--- config.mk ---
export PLATFORM = sky130hd
export DESIGN_NAME = rf_wr_arbiter
export DESIGN_NICKNAME = d
export VERILOG_FILES = /design/src/rtl/rf_defs_pkg.sv /design/src/rtl/rr_pick.sv /design/src/rtl/rf_wr_arbiter.sv
export SDC_FILE = /design/constraint.sdc
export NUM_CORES = 1
export LEC_CHECK = 0
export CAP_MARGIN = 20
export CORE_UTILIZATION = 40
export DETAILED_ROUTE_END_ITERATION = 10
export GPL_ROUTABILITY_DRIVEN = 0
export PLACE_DENSITY = 0.85
export RECOVER_POWER = 25
export SKIP_LAST_GASP = 1
export SYNTH_ARGS = -nofsm -noshare
export SYNTH_HDL_FRONTEND = slang
export SYNTH_SLANG_ARGS = --single-unit
--- constraint.sdc ---
create_clock -name CLK -period 4.8 [get_ports CLK]
set_input_delay 0.48 -clock CLK [delete_from_list [all_inputs] [get_ports CLK]]
set_output_delay 0.48 -clock CLK [all_outputs]
set_load 0.05 [all_outputs]
--- src/rtl/rf_defs_pkg.sv ---
// Shared definitions for the register-bank write path.
//
// Purpose: default geometry of the 8-bit register bank (RF_NREQ, RF_DW, RF_AW)
// and the fixed requester slot assignment used by the write arbiter.
//
// Contents:
//   RF_NREQ    default number of write requesters
//   RF_DW      default register data width
//   RF_AW      default register address width
//   req_idx_e  requester slot numbers (writeback, load return, debug, spare)
package rf_defs_pkg;

    localparam int RF_NREQ = 4;
    localparam int RF_DW   = 8;
    localparam int RF_AW   = 3;

    // Slot 0 is the pipeline writeback. It is the one that can be given
    // fixed priority.
    typedef enum logic [2:0] {
        REQ_WB    = 3'd0,
        REQ_LD    = 3'd1,
        REQ_DBG   = 3'd2,
        REQ_SPARE = 3'd3
    } req_idx_e;

endpackage

--- src/rtl/rr_pick.sv ---
// Combinational rotate-priority encoder.
//
// Purpose: returns the first set bit of elig at or after index ptr.
// The scan runs upward and wraps from NREQ-1 to 0.
//
// Ports:
//   elig    in   NREQ  candidate vector
//   ptr     in   PW    index where the scan starts
//   winner  out  PW    selected index (0 when valid=0)
//   valid   out  1     1 when any elig bit is set
module rr_pick #(
    parameter int NREQ = 4,
    parameter int PW   = 2
) (
    input  logic [NREQ-1:0] elig,
    input  logic [PW-1:0]   ptr,
    output logic [PW-1:0]   winner,
    output logic            valid
);

    // The sum needs one extra bit: ptr+off can reach 2*NREQ-2 before the wrap.
    logic [PW:0] sum;
    logic [PW-1:0] idx;

    always_comb begin
        winner = '0;
        valid  = 1'b0;
        sum    = '0;
        idx    = '0;
        for (int off = 0; off < NREQ; off++) begin
            sum = {1'b0, ptr} + (PW+1)'(off);
            if (sum >= (PW+1)'(NREQ)) begin
                sum = sum - (PW+1)'(NREQ);
            end
            idx = sum[PW-1:0];
            if (!valid && elig[idx]) begin
                valid  = 1'b1;
                winner = idx;
            end
        end
    end

endmodule

--- src/rtl/rf_wr_arbiter.sv ---
// Write-port arbiter for the 8-bit register bank.
//
// Purpose: shares the single bank write port between NREQ requesters.
// At most one write is granted per cycle, chosen round-robin.
// The winner's address and data are registered onto the bank.
// A requester whose grant is currently visible is not eligible that cycle.
//
// Optional feature: define RF_WR_ARB_FIXED_PRIO0_EN to give requester 0
// (pipeline writeback) absolute priority whenever it is eligible.
// Requesters 1..NREQ-1 then rotate among themselves.
//
// Ports:
//   CLK       in   1        clock
//   RST_N     in   1        asynchronous active-low reset
//   req       in   NREQ     per-requester write pending
//   req_addr  in   NREQ*AW  requester i address at [i*AW +: AW]
//   req_data  in   NREQ*DW  requester i data at [i*DW +: DW]
//   hold      in   1        bank unavailable, no grant this cycle
//   gnt       out  NREQ     registered one-hot grant
//   rf_we     out  1        registered bank write enable
//   rf_waddr  out  AW       registered bank write address
//   rf_wdata  out  DW       registered bank write data
//   busy      out  1        some request is unserved this cycle
module rf_wr_arbiter
    import rf_defs_pkg::*;
#(
    parameter int NREQ = RF_NREQ,
    parameter int DW   = RF_DW,
    parameter int AW   = RF_AW
) (
    input  logic              CLK,
    input  logic              RST_N,
    input  logic [NREQ-1:0]   req,
    input  logic [NREQ*AW-1:0] req_addr,
    input  logic [NREQ*DW-1:0] req_data,
    input  logic              hold,
    output logic [NREQ-1:0]   gnt,
    output logic              rf_we,
    output logic [AW-1:0]     rf_waddr,
    output logic [DW-1:0]     rf_wdata,
    output logic              busy
);

    localparam int PW = (NREQ > 1) ? $clog2(NREQ) : 1;
    localparam logic [PW-1:0] LAST = PW'(NREQ - 1);

    logic [NREQ-1:0] elig;
    logic [NREQ-1:0] rrElig;
    logic [PW-1:0]   rrPtr;
    logic [PW-1:0]   rrWinner;
    logic            rrValid;
    logic [PW-1:0]   winner;
    logic            valid;
    logic            movePtr;
    logic [PW-1:0]   nextPtr;
    logic [NREQ-1:0] winOneHot;
    logic [AW-1:0]   selAddr;
    logic [DW-1:0]   selData;

    // A requester is masked while its grant is visible.
    // This gives it time to retire the old data before it asks again.
    assign elig = req & ~gnt;
    assign busy = |elig;

`ifdef RF_WR_ARB_FIXED_PRIO0_EN
    // Slot 0 is handled by the override below.
    // The rotation therefore only sees slots 1..NREQ-1.
    assign rrElig = {elig[NREQ-1:1], 1'b0};
`else
    assign rrElig = elig;
`endif

    rr_pick #(
        .NREQ (NREQ),
        .PW   (PW)
    ) u_pick (
        .elig   (rrElig),
        .ptr    (rrPtr),
        .winner (rrWinner),
        .valid  (rrValid)
    );

    // Final winner selection and the mux of its address/data.
    // Writeback priority does not advance the rotation pointer.
    always_comb begin
        winner  = rrWinner;
        valid   = rrValid;
        movePtr = rrValid;
`ifdef RF_WR_ARB_FIXED_PRIO0_EN
        if (elig[REQ_WB]) begin
            winner  = PW'(REQ_WB);
            valid   = 1'b1;
            movePtr = 1'b0;
        end
`endif
        nextPtr   = (winner == LAST) ? '0 : winner + 1'b1;
        winOneHot = '0;
        selAddr   = '0;
        selData   = '0;
        for (int i = 0; i < NREQ; i++) begin
            if (winner == PW'(i)) begin
                winOneHot[i] = 1'b1;
                selAddr      = req_addr[i*AW +: AW];
                selData      = req_data[i*DW +: DW];
            end
        end
    end

    // Output and pointer registers.
    // Address and data keep their last value when nothing is granted.
    always_ff @(posedge CLK or negedge RST_N) begin
        if (!RST_N) begin
            gnt      <= '0;
            rf_we    <= 1'b0;
            rf_waddr <= '0;
            rf_wdata <= '0;
            rrPtr    <= '0;
        end else if (!hold && valid) begin
            gnt      <= winOneHot;
            rf_we    <= 1'b1;
            rf_waddr <= selAddr;
            rf_wdata <= selData;
            if (movePtr) begin
                rrPtr <= nextPtr;
            end
        end else begin
            gnt   <= '0;
            rf_we <= 1'b0;
        end
    end

endmodule
==> flow_metrics.tcl <==
set metrics [dict create \
    worstPathArrival_ns 2.94 \
    row_count 19 \
    hold_buffers 0 \
    yosys.area.top_type "dfrtp_1" \
    die_y_um 56.1 \
    dpl.cell_count 209 \
    synth_top_area_share_pct 38.5 \
    seq_area_um2 450 \
    reg2reg_depth 9 \
    cts_root_buf "clkbuf_4" \
    finalClockSkew_ns 0.00248 \
    cp-end-kind "flip-flop" \
    yosysWarnings 0 \
    ir_worst_vdd_v 0.000432 \
    status "finished, final reports clean" \
    cpPeakStageDelay_ns 0.52 \
    rrSetupSlack_ns 2.27 \
    drt_iter0_drc 68 \
    layout-drive-gt1-share_pct 13.7 \
    cts_tree "yes" \
    cts_buffer_depth 2 \
    fill_cells 213 \
    synth_seq_area_share_pct 38.5 \
    layout.nets 239 \
    syn_area_um2 1170 \
    report.final.hold_viol_count 0 \
    worst_path_max_delay_cell "clkdlybuf4s50_1" \
    cts_sinks 18 \
    instances_no_fill 214 \
    dr.pass1.iters 4 \
    grt_max_degree 30 \
    startpoint "req[0]" \
    cts_setup_buffers 0 \
    critPathLaunchType "input port" \
    netlist_instances 117 \
    crit_path_end "rf_wdata[1]" \
    port_buffers 67 \
    grt_pass1_wl_um 5210 \
    critPathRequiredTime_ns 4.98 \
    track_usage_pct 20.9 \
    period_needed_ns 2.76 \
    die_area_um2 3140 \
    synth_cell_types 32 \
    syn_avg_cell_area_um2 10.0 \
    diodes 0 \
    clk_pin_slew_ns 0.10 \
    tns_ns 0 \
    drc_errors 0 \
    synthTopCellsByArea "dfrtp_1, o31ai_2, a211oi_1, o22ai_1, and3_1" \
    io_pins 68 \
    die_w_um 56.1 \
    worstReg2RegStart "gnt[0]" \
    antenna_found_initial 0 \
    wire_per_inst_um 15.3 \
    finalCritPeriodShare_pct 57.5 \
    multi_input_area_um2 652 \
    relSlewSlack_pct 47.1 \
    synth_edf_count 0 \
    wl_um 3280 \
    start_util_pct 42.4 \
    cap_violations 0 \
    grt_pass1_vias 1219 \
    vias 1230 \
    ys_ff_latch 18 \
    cellPowerDensity_nw_per_um2 571 \
    setup_viol 0 \
    cts_buffers 3 \
    hpwl_um 2500 \
    max_freq_ghz 0.362 \
    tightest_slew_ns 0.791 \
    rsz0062_at_grt "false" \
    gr-total-overflow 0 \
    synthArstFlopShare_pct 100 \
    ant_nets 0 \
    viasPerCell 5.75 \
    min_path_type "reg -> reg" \
    syn2layout_area_growth_pct 61.5 \
    synth_nets 172 \
    coreArea_um2 2760 \
    p_leak_nw 0.806 \
    synth_flop_cell "dfrtp_1" \
    slew_viol_final 0 \
    critPathKind "in -> reg" \
    r2r-end "rf_wdata[1]" \
    insertion_delay_ns 0.29 \
    cts_resized 0 \
    htree_levels 1 \
    critPathMaxFanout 14 \
    crit_chain "clkdlybuf4s50_1, and2b_1, mux2i_1, o211ai_2, inv_1, ha_1, inv_2, nand2_1, a211oi_1, o31ai_2" \
]
==> synthesized netlist by cell type, drive strengths merged, types with 2 or more instances <==
library cell,instances
buf,3
o21ai,2
ha,4
a21boi,2
clkbuf,3
nand2,13
nor2,6
a211oi,9
dfrtp,18
and2b,2
nand2b,4
and3,9
o31ai,11
inv,7
a221oi,2
a21oi,2
o22ai,10
==> metrics by stage <==
stage          utilization (%)  power, mW  area [um2]  hold WS (ns)  setup WS, ns
3_5_place_dp              66.7      0.980        1840         0.466          1.73
3_3_place_gp              66.7      0.957        1840         0.461          1.89
6_report                  68.5       1.08        1890         0.492          2.04
4_1_cts                   68.0       1.08        1870         0.491          2.04
2_1_floorplan                -      0.760        1170         0.184          2.54
5_1_grt                   68.5       1.14        1890         0.536          1.91
==> state kept, by name, indices dropped and copies added (netlist names) <==
signal / flops
gnt: 4
rf_waddr: 3
rf_we: 1
rrPtr: 2
rf_wdata: 8
==> kinds of logic after synthesis <==
kind of cell	synth area share, %
buf+inv	5.77
simple gates	17.9
fa+ha+maj	4.28
flops	38.5
compound gates	31.4
mux	2.14
==> where the power goes <==
group / switching, mW / internal, mW / total (mW) / leakage [nW]
clock network: 0.0473 / 0.0462 / 0.0935 / 0.0210
logic: 0.447 / 0.283 / 0.730 / 0.559
registers: 0.0431 / 0.212 / 0.255 / 0.226
total: 0.538 / 0.541 / 1.08 / 0.806
==> layout by cell type, fill, tap and decap left out, types with 2 or more instances in the layout <==
cell type | synthesis | layout
clkdlybuf4s50_1 | 0 | 66
dfrtp_1 | 18 | 18
nand2_1 | 13 | 13
o31ai_2 | 10 | 10
o22ai_1 | 10 | 10
and3_1 | 9 | 9
a211oi_1 | 9 | 9
nor2_1 | 6 | 6
inv_2 | 4 | 4
ha_1 | 4 | 4
nand2b_4 | 3 | 3
inv_1 | 3 | 3
clkbuf_4 | 0 | 3
and2b_1 | 2 | 2
o21ai_1 | 2 | 2
a21oi_1 | 2 | 2
a221oi_1 | 2 | 2
==> worst min path at each step <==
| stage | depth (start not counted) | slack [ns] | end | startpoint |
|---|---|---|---|---|
| finish | 2 | 0.49 | rf_waddr[2] | rf_waddr[2] |
| global route | 2 | 0.54 | rf_wdata[7] | rf_wdata[7] |
| CTS | 2 | 0.49 | rf_waddr[2] | rf_waddr[2] |
| detailed placement | 2 | 0.47 | rf_waddr[2] | rf_waddr[2] |
| global placement | 2 | 0.46 | rf_waddr[2] | rf_waddr[2] |
| floorplan | 0 | 0.18 | gnt[0] | RST_N |
==> final cells by class <==
type | count | share of cell area (%)
clock buffer | 4 | 1.92
inverter | 7 | 1.39
multi-input combinational | 86 | 34.5
sequential | 18 | 23.8
tap | 31 | 2.05
timing repair buffer | 68 | 36.3
==> critical path: cells and delay by family <==
family / cells / cell delay, ns
buf+inv: 3 / 0.84
simple gates: 2 / 0.51
fa+ha+maj: 1 / 0.23
compound gates: 3 / 0.76
mux: 1 / 0.10
==> layer usage <==
| layer | wire, um | vias up | share of wire (%) | GRT usage, % |
|---|---|---|---|---|
| met2 | 1620 | 72 | 50 | 37.8 |
| met3 | 260 | 8 | 7.9 | 4.65 |
| met5 | 0 | - | 0 | 0 |
| met1 | 1330 | 577 | 41 | 24.4 |
| li1 | - | 573 | - | - |
| met4 | 63 | 0 | 1.9 | 6.97 |
(Power assumes the default switching activity.)
